--- src/rtl/cpu_types_pkg.sv ---
// rtl/cpu_types_pkg.sv - shared CPU word types
package cpu_types_pkg;
  typedef logic [31:0] word_t;
  localparam int WBYTES = 4;
endpackage

--- src/rtl/cache_control_if.sv ---
// rtl/cache_control_if.sv - per-CPU instruction read channel to the memory controller
interface cache_control_if #(parameter int CPUS = 1);
  import cpu_types_pkg::*;
  logic [CPUS-1:0] iREN;
  logic [CPUS-1:0] iwait;
  word_t           iaddr [CPUS];
  word_t           iload [CPUS];

  modport caches (output iREN, output iaddr, input iwait, input iload);
endinterface

--- src/rtl/datapath_cache_if.sv ---
// rtl/datapath_cache_if.sv - fetch port between datapath and instruction cache
interface datapath_cache_if;
  import cpu_types_pkg::*;
  logic  imemREN;
  word_t imemaddr;
  logic  ihit;
  word_t imemload;

  modport cache (input imemREN, input imemaddr, output ihit, output imemload);
endinterface

--- src/rtl/icache_lru.sv ---
// rtl/icache_lru.sv - true-LRU age tracking per set
module icache_lru #(
  parameter int SETS = 8,
  parameter int WAYS = 2,
  localparam int IDXW = (SETS > 1) ? $clog2(SETS) : 1,
  localparam int WAYW = (WAYS > 1) ? $clog2(WAYS) : 1
) (
  input  logic            CLK,
  input  logic            nRST,
  input  logic [IDXW-1:0] i_set,
  input  logic            i_touch,
  input  logic [WAYW-1:0] i_way,
  output logic [WAYW-1:0] o_lru_way
);

  generate
    if (WAYS == 1) begin : g_one
      logic w_unused;
      assign w_unused  = &{1'b0, CLK, nRST, i_set, i_touch, i_way};
      assign o_lru_way = '0;
    end else begin : g_lru
      logic [WAYW-1:0] r_age [SETS][WAYS];
      logic [WAYW-1:0] w_best;

      // Equal ages (only possible after reset) count as younger, so order emerges from all-zero.
      always_ff @(posedge CLK or negedge nRST) begin
        if (!nRST) begin
          for (int s = 0; s < SETS; s++)
            for (int w = 0; w < WAYS; w++)
              r_age[s][w] <= '0;
        end else if (i_touch) begin
          for (int w = 0; w < WAYS; w++) begin
            if (WAYW'(w) == i_way)
              r_age[i_set][w] <= '0;
            else if (r_age[i_set][w] <= r_age[i_set][i_way])
              r_age[i_set][w] <= r_age[i_set][w] + 1'b1;
          end
        end
      end

      always_comb begin
        o_lru_way = '0;
        w_best    = '0;
        for (int w = 0; w < WAYS; w++) begin
          if (r_age[i_set][w] > w_best) begin
            w_best    = r_age[i_set][w];
            o_lru_way = WAYW'(w);
          end
        end
      end
    end
  endgenerate

endmodule

--- src/rtl/icache_assoc.sv ---
// rtl/icache_assoc.sv - set-associative instruction cache with true-LRU and multi-word fills
module icache_assoc
  import cpu_types_pkg::*;
#(
  parameter int SETS     = 8,
  parameter int WAYS     = 2,
  parameter int BLKWORDS = 2,
  parameter int CPUID    = 0
) (
  input logic               CLK,
  input logic               nRST,
  datapath_cache_if.cache   dcif,
  cache_control_if.caches   ccif
);

  localparam int OFF  = $clog2(BLKWORDS);
  localparam int IDX  = $clog2(SETS);
  localparam int TAGW = 32 - 2 - OFF - IDX;
  localparam int OFFW = (OFF > 0) ? OFF : 1;
  localparam int IDXW = (IDX > 0) ? IDX : 1;
  localparam int WAYW = (WAYS > 1) ? $clog2(WAYS) : 1;
  localparam word_t BLKMASK = word_t'(BLKWORDS * WBYTES - 1);

  typedef enum logic {IDLE, FILL} icache_state_t;

  icache_state_t   r_state, w_next;
  logic            r_valid [SETS][WAYS];
  logic [TAGW-1:0] r_tag   [SETS][WAYS];
  word_t           r_data  [SETS][WAYS][BLKWORDS];
  logic [OFFW-1:0] r_k;
  word_t           r_base;
  logic [IDXW-1:0] r_fidx;
  logic [TAGW-1:0] r_ftag;
  logic [WAYW-1:0] r_victim;

  logic [29:0]     w_word;
  logic [OFFW-1:0] w_off;
  logic [IDXW-1:0] w_idx;
  logic [TAGW-1:0] w_tag;
  logic            w_hit_any, w_inv_any, w_hit, w_ren, w_last, w_xfer, w_unused;
  logic [WAYW-1:0] w_hit_way, w_inv_way, w_lru_way, w_victim;
  logic [IDXW-1:0] w_lru_set;
  word_t           w_iaddr;

  assign w_word   = dcif.imemaddr[31:2];
  assign w_tag    = w_word[29:OFF+IDX];
  assign w_unused = &{1'b0, dcif.imemaddr[1:0]};

  generate
    if (OFF > 0) begin : g_off
      assign w_off = w_word[OFF-1:0];
    end else begin : g_no_off
      assign w_off = '0;
    end
    if (IDX > 0) begin : g_idx
      assign w_idx = w_word[OFF+IDX-1:OFF];
    end else begin : g_no_idx
      assign w_idx = '0;
    end
  endgenerate

  // Descending scan so the lowest-index match / invalid way wins.
  always_comb begin
    w_hit_any = 1'b0;
    w_hit_way = '0;
    w_inv_any = 1'b0;
    w_inv_way = '0;
    for (int w = WAYS - 1; w >= 0; w--) begin
      if (r_valid[w_idx][w] && (r_tag[w_idx][w] == w_tag)) begin
        w_hit_any = 1'b1;
        w_hit_way = WAYW'(w);
      end
      if (!r_valid[w_idx][w]) begin
        w_inv_any = 1'b1;
        w_inv_way = WAYW'(w);
      end
    end
  end

  assign w_victim = w_inv_any ? w_inv_way : w_lru_way;
  assign w_last   = (r_k == OFFW'(BLKWORDS - 1));
  assign w_xfer   = (r_state == FILL) && !ccif.iwait[CPUID];

  always_comb begin
    w_next  = r_state;
    w_ren   = 1'b0;
    w_iaddr = '0;
    w_hit   = 1'b0;
    case (r_state)
      IDLE: begin
        w_hit = dcif.imemREN && w_hit_any;
        if (dcif.imemREN && !w_hit_any) w_next = FILL;
      end
      FILL: begin
        w_ren   = 1'b1;
        w_iaddr = r_base | (word_t'(r_k) << 2);
        if (!ccif.iwait[CPUID] && w_last) w_next = IDLE;
      end
      default: w_next = IDLE;
    endcase
  end

  always_ff @(posedge CLK or negedge nRST) begin
    if (!nRST) begin
      r_state  <= IDLE;
      r_k      <= '0;
      r_base   <= '0;
      r_fidx   <= '0;
      r_ftag   <= '0;
      r_victim <= '0;
      for (int s = 0; s < SETS; s++)
        for (int w = 0; w < WAYS; w++)
          r_valid[s][w] <= 1'b0;
    end else begin
      r_state <= w_next;
      if (r_state == IDLE && w_next == FILL) begin
        r_base   <= dcif.imemaddr & ~BLKMASK;
        r_fidx   <= w_idx;
        r_ftag   <= w_tag;
        r_victim <= w_victim;
        r_k      <= '0;
      end
      if (w_xfer) begin
        if (w_last) begin
          r_valid[r_fidx][r_victim] <= 1'b1;
          r_k <= '0;
        end else begin
          r_k <= r_k + 1'b1;
        end
      end
    end
  end

  // Tags are qualified by valid and data by tag, so neither needs reset.
  always_ff @(posedge CLK) begin
    if (w_xfer) begin
      r_data[r_fidx][r_victim][r_k] <= ccif.iload[CPUID];
      if (w_last) r_tag[r_fidx][r_victim] <= r_ftag;
    end
  end

  assign w_lru_set = (r_state == FILL) ? r_fidx : w_idx;

  icache_lru #(.SETS(SETS), .WAYS(WAYS)) u_lru (
    .CLK       (CLK),
    .nRST      (nRST),
    .i_set     (w_lru_set),
    .i_touch   (w_hit || (w_xfer && w_last)),
    .i_way     ((r_state == FILL) ? r_victim : w_hit_way),
    .o_lru_way (w_lru_way)
  );

  assign dcif.ihit        = w_hit;
  assign dcif.imemload    = w_hit ? r_data[w_idx][w_hit_way][w_off] : '0;
  assign ccif.iREN[CPUID] = w_ren;
  assign ccif.iaddr[CPUID] = w_iaddr;

endmodule

--- src/flat_wrapper.sv ---
// flat-port wrapper written by rule: the top's interface ports become plain ports
module icache_assoc_flat import cpu_types_pkg::*;
#(
  parameter int SETS     = 8,
  parameter int WAYS     = 2,
  parameter int BLKWORDS = 2,
  parameter int CPUID    = 0
)
  (CLK, nRST, dcif_imemREN, dcif_imemaddr, dcif_ihit, dcif_imemload, ccif_iREN, ccif_iaddr, ccif_iwait, ccif_iload);
  datapath_cache_if dcif_i ();
  cache_control_if #(.CPUS(1)) ccif_i ();
  input logic CLK;
  input logic nRST;
  input wire logic [$bits(dcif_i.imemREN)-1:0] dcif_imemREN;
  input wire logic [$bits(dcif_i.imemaddr)-1:0] dcif_imemaddr;
  output wire logic [$bits(dcif_i.ihit)-1:0] dcif_ihit;
  output wire logic [$bits(dcif_i.imemload)-1:0] dcif_imemload;
  output wire logic [$bits(ccif_i.iREN)-1:0] ccif_iREN;
  output wire logic [$bits(ccif_i.iaddr)-1:0] ccif_iaddr;
  input wire logic [$bits(ccif_i.iwait)-1:0] ccif_iwait;
  input wire logic [$bits(ccif_i.iload)-1:0] ccif_iload;
  assign dcif_i.imemREN = dcif_imemREN;
  assign dcif_i.imemaddr = dcif_imemaddr;
  assign dcif_ihit = dcif_i.ihit;
  assign dcif_imemload = dcif_i.imemload;
  assign ccif_iREN = ccif_i.iREN;
  assign ccif_iaddr = {>>{ccif_i.iaddr}};
  assign ccif_i.iwait = ccif_iwait;
  assign ccif_i.iload = {>>{ccif_iload}};
  icache_assoc #(.SETS(SETS), .WAYS(WAYS), .BLKWORDS(BLKWORDS), .CPUID(CPUID)) u_core (.CLK(CLK), .nRST(nRST), .dcif(dcif_i), .ccif(ccif_i));
endmodule
--- config.mk ---
export PLATFORM = sky130hd
export DESIGN_NAME = icache_assoc_flat
export DESIGN_NICKNAME = d
export VERILOG_FILES = /design/src/rtl/cpu_types_pkg.sv /design/src/rtl/cache_control_if.sv /design/src/rtl/datapath_cache_if.sv /design/src/rtl/icache_lru.sv /design/src/rtl/icache_assoc.sv /design/src/flat_wrapper.sv
export SDC_FILE = /design/constraint.sdc
export NUM_CORES = 1
export LEC_CHECK = 0
export CAP_MARGIN = 20
export CELL_PAD_IN_SITES_DETAIL_PLACEMENT = 2
export CELL_PAD_IN_SITES_GLOBAL_PLACEMENT = 2
export CORE_ASPECT_RATIO = 0.7
export CORE_MARGIN = 2
export CORE_UTILIZATION = 45
export CTS_BUF_LIST = sky130_fd_sc_hd__clkbuf_16
export CTS_CLUSTER_DIAMETER = 100
export DETAILED_ROUTE_END_ITERATION = 6
export PLACE_DENSITY_LB_ADDON = 0.08
export SLEW_MARGIN = 20
export SYNTH_ARGS = -nofsm -noshare
export SYNTH_HDL_FRONTEND = slang
export SYNTH_HIERARCHICAL = 1
export SYNTH_SLANG_ARGS = --single-unit
--- constraint.sdc ---
create_clock -name CLK -period 7.5 [get_ports CLK]
set_input_delay 2.25 -clock CLK [delete_from_list [all_inputs] [get_ports CLK]]
set_output_delay 2.25 -clock CLK [all_outputs]
set_load 0.01 [all_outputs]
==> impl_metrics.sql <==
INSERT INTO impl_metrics (metric_group, metric, value, unit) VALUES
('outcome', 'run_status', 'complete, but fails checks', ''),
('outcome', 'violated_checks', 'setup timing', ''),
('finish', 'final_cells', '4882', ''),
('synthesis', 'netlist_top_cells_area', 'edfxtp_1 73%, mux4_2 15%, dfrtp_1 2.7%', ''),
('finish', 'drive_gt1_share', '37.4', '%'),
('cts', 'cts_max_path_buffers', '3', ''),
('pwr', 'power.leakage', '22.8', 'nW'),
('global_route', 'antenna_found_initial', '13', ''),
('setup_path', 'critPathKind', 'input port to output port', ''),
('setup_path', 'start_kind', 'input port', ''),
('global_route', 'grt_max_degree', '84', ''),
('timing', 'finalCritPeriodShare', '108', '%'),
('floorplan', 'core', '129000', 'µm²'),
('synthesis', 'synth_top_cell_area_share', '73.4', '%'),
('place', 'place_inst', '4544', ''),
('setup_path', 'cpPeakStageDelay', '0.57', 'ns'),
('timing', 'setup_viol_count_final', '33', ''),
('timing', 'number_of_endpoints_with_negative_hold_slack_in_the_final_report', '0', ''),
('finish', 'final.fill_count', '10600', ''),
('setup_path', 'rr_endpoint', 'u_core/u_lru/g_lru.r_age[8]$_DFFE_PN0P_', ''),
('synthesis', 'synth-warning-count', '6', ''),
('route', 'drt_first_pass_iters', '5', ''),
('global_route', 'grt.total_usage', '26.9', '%'),
('route', 'routed_wl', '182000', 'µm'),
('finish', 'nNetsFinal', '3093', ''),
('setup_path', 'regToRegSetupSlack', '2.92', 'ns'),
('route', 'drtAntennaViolNets', '0', ''),
('setup_path', 'critical_path_arrival', '5.82', 'ns'),
('route', 'wl_per_cell', '37.3', 'µm'),
('cts', 'cts-buffers-inserted', '146', ''),
('floorplan', 'dieArea', '134000', 'µm²'),
('setup_path', 'timing.critical_path.to', 'dcif_imemload[31]', ''),
('finish', 'leading_cell_type_in_the_layout_fill_and_taps_excluded', 'edfxtp_1', ''),
('setup_path', 'r2r_start', 'u_core/r_tag[1][11]$_DFFE_PP_', ''),
('floorplan', 'core.rowCount', '110', ''),
('floorplan', 'io-pin-count', '134', ''),
('global_route', 'wire_length_of_the_first_global_routing_pass', '251000', 'µm'),
('setup_path', 'critical_path.endpoint_type', 'output port', ''),
('timing', 'totalNegativeSetupSlack', '-14.84', 'ns'),
('global_route', 'via_count_of_the_first_global_routing_pass', '32000', ''),
('floorplan', 'floorplan.initialDensity', '45.6', '%'),
('finish', 'areaGrowthSynthToFinish', '19.1', '%'),
('cts', 'ctsHtreeMaxLevel', '4', ''),
('timing', 'final_period_demand_of_the_worst_path', '8.07', 'ns'),
('worst_hold_path', 'hp-class', 'register to register', ''),
('cts', 'tritoncts', 'built', ''),
('place', 'dp.final_hpwl', '104000', 'µm'),
('pwr', 'worst_ir_drop_vdd', '0.000263', 'V'),
('pwr', 'power_per_cell_area', '292', 'nW/µm²'),
('route', 'first_iter_violations', '3283', ''),
('setup_path', 'timing.critical_path.slowest_stage_cell', 'or4_4', ''),
('setup_path', 'worst-endpoint-required', '5.25', 'ns'),
('timing', 'drv_slew', '0', ''),
('place', 'post_dp_cell_area', '63700', 'µm²'),
('synthesis', 'synth_enable_flop_cells', '1440', ''),
('global_route', 'total_global_routing_overflow', '0', ''),
('cts', 'worst_skew_pair_later_pin_latency', '0.79', 'ns'),
('timing', 'timing.hold.ws', '0.471', 'ns'),
('run', 'drv_cap', '0', ''),
('timing', 'post-route-worst-setup-slack', '-0.573', 'ns'),
('route', 'drc', '0', ''),
('cts', 'clock_tree.root_cell', 'clkbuf_16', ''),
('place', 'number_of_port_buffers', '129', ''),
('cts', 'cts_hold_repair.buffers', '0', ''),
('timing', 'finalClockSkew', '0.0212', 'ns'),
('synthesis', 'synth_area', '58900', 'µm²'),
('timing', 'max_clock_freq', '124', 'MHz'),
('synthesis', 'post_synth_inst_count', '2626', ''),
('synthesis', 'ys_seq_area_share', '76.2', '%'),
('route', 'dr_total_vias', '30200', ''),
('synthesis', 'synth_cell_types', '64', '');
## kinds of logic (layout without fill, tap and decap cells)
group | after synthesis | count (layout) | synth area share [%]
AO/OA/AOI/OAI | 111 | 111 | 1.31
XOR/XNOR | 41 | 41 | 0.610
buffers and inverters | 165 | 681 | 1.43
flip-flops | 1504 | 1504 | 76.2
multiplexers | 527 | 527 | 17.8
other | 1 | 5 | 0.00637
AND/OR/NAND/NOR | 277 | 277 | 2.68
## state kept, by name, summed over array words and instances, names as in the netlist, 2 cells and up
signal	cells
u_core/r_data	1024
u_core/r_tag	416
u_core/r_ftag	26
u_core/r_valid	16
u_core/u_lru/g_lru.r_age	16
u_core/r_fidx	2
## per-layer routing
layer  up-vias  part of all wire (%)  GRT usage (%)
li1      11800                     -              -
met1     17000                    45           39.5
met2      1143                    48           42.6
met3       222                   5.7           4.13
met4         8                   2.1           6.52
met5         -                 0.026              0
## metrics by stage
stage	util [%]	setup WS (ns)
finish	54.3	-0.573
CTS	53.3	-0.686
detailed placement	49.3	-1.42
global route	54.3	-0.646
global placement	49.2	-1.43
floorplan	-	0.0310
## timing repair
item,in CTS,in global routing
gates cloned,7,11
setup buffers,8,52
gates resized for setup,227,143
setup endpoints to repair,33,33
pin swaps,26,62
## final cells by class
cell class	count	area (µm²)	area share (%)
clock inverters	111	688	0.981
clock buffers	155	3880	5.53
repair buffers	395	4270	6.09
flip-flops and latches	1504	44800	63.9
diodes	3	7.51	0.0107
multi-input cells	958	14200	20.3
inverters	20	75.1	0.107
well taps	1736	2170	3.10
## report_power, final
| group | switching [mW] | internal [mW] |
|---|---|---|
| logic | 1.56 | 1.07 |
| registers | 0.581 | 10.0 |
| clock network | 3.23 | 3.99 |
## how the worst min path moves through the flow
stage	from	end	slack (ns)	cells after the start
CTS	u_core/r_valid[13]$_DFFE_PN0P_	u_core/r_valid[13]$_DFFE_PN0P_	0.48	1
global route	u_core/r_valid[15]$_DFFE_PN0P_	u_core/r_valid[15]$_DFFE_PN0P_	0.50	1
detailed placement	u_core/r_valid[3]$_DFFE_PN0P_	u_core/r_valid[3]$_DFFE_PN0P_	0.46	1
floorplan	u_core/r_valid[10]$_DFFE_PN0P_	u_core/r_valid[10]$_DFFE_PN0P_	0.43	1
finish	u_core/r_valid[10]$_DFFE_PN0P_	u_core/r_valid[10]$_DFFE_PN0P_	0.47	1
global placement	u_core/r_valid[0]$_DFFE_PN0P_	u_core/r_valid[0]$_DFFE_PN0P_	0.45	1
## cell usage after synthesis, drive strengths merged (2+ instances only)
| cell | number |
|---|---|
| nand2 | 62 |
| o22ai | 16 |
| clkbuf | 51 |
| and3 | 3 |
| nor3 | 2 |
| nor4 | 5 |
| nor2 | 60 |
| xor2 | 13 |
| or3 | 8 |
| xnor2 | 28 |
| a22o | 8 |
| nand2b | 13 |
| nand3 | 8 |
| or4 | 3 |
| mux4 | 402 |
| edfxtp | 1440 |
| o221ai | 8 |
| nand4b | 3 |
| a31oi | 4 |
| dfrtp | 64 |
| o21ai | 12 |
| mux2i | 75 |
| a22oi | 9 |
| and2 | 31 |
| or3b | 33 |
| a41oi | 8 |
| a21oi | 34 |
| and4 | 2 |
| buf | 94 |
| nor3b | 2 |
| mux2 | 50 |
| inv | 20 |
| nand4 | 8 |
| or2 | 17 |
| nor2b | 9 |
| nand3b | 7 |
## worst max-delay path, delay by kind of cell
family	cells	cell delay (ns)
AND/OR/NAND/NOR	3	1.50
multiplexers	2	0.75
buffers and inverters	5	0.72
AO/OA/AOI/OAI	2	0.35
XOR/XNOR	1	0.23
No activity file was read; power rests on OpenSTA's default activity.
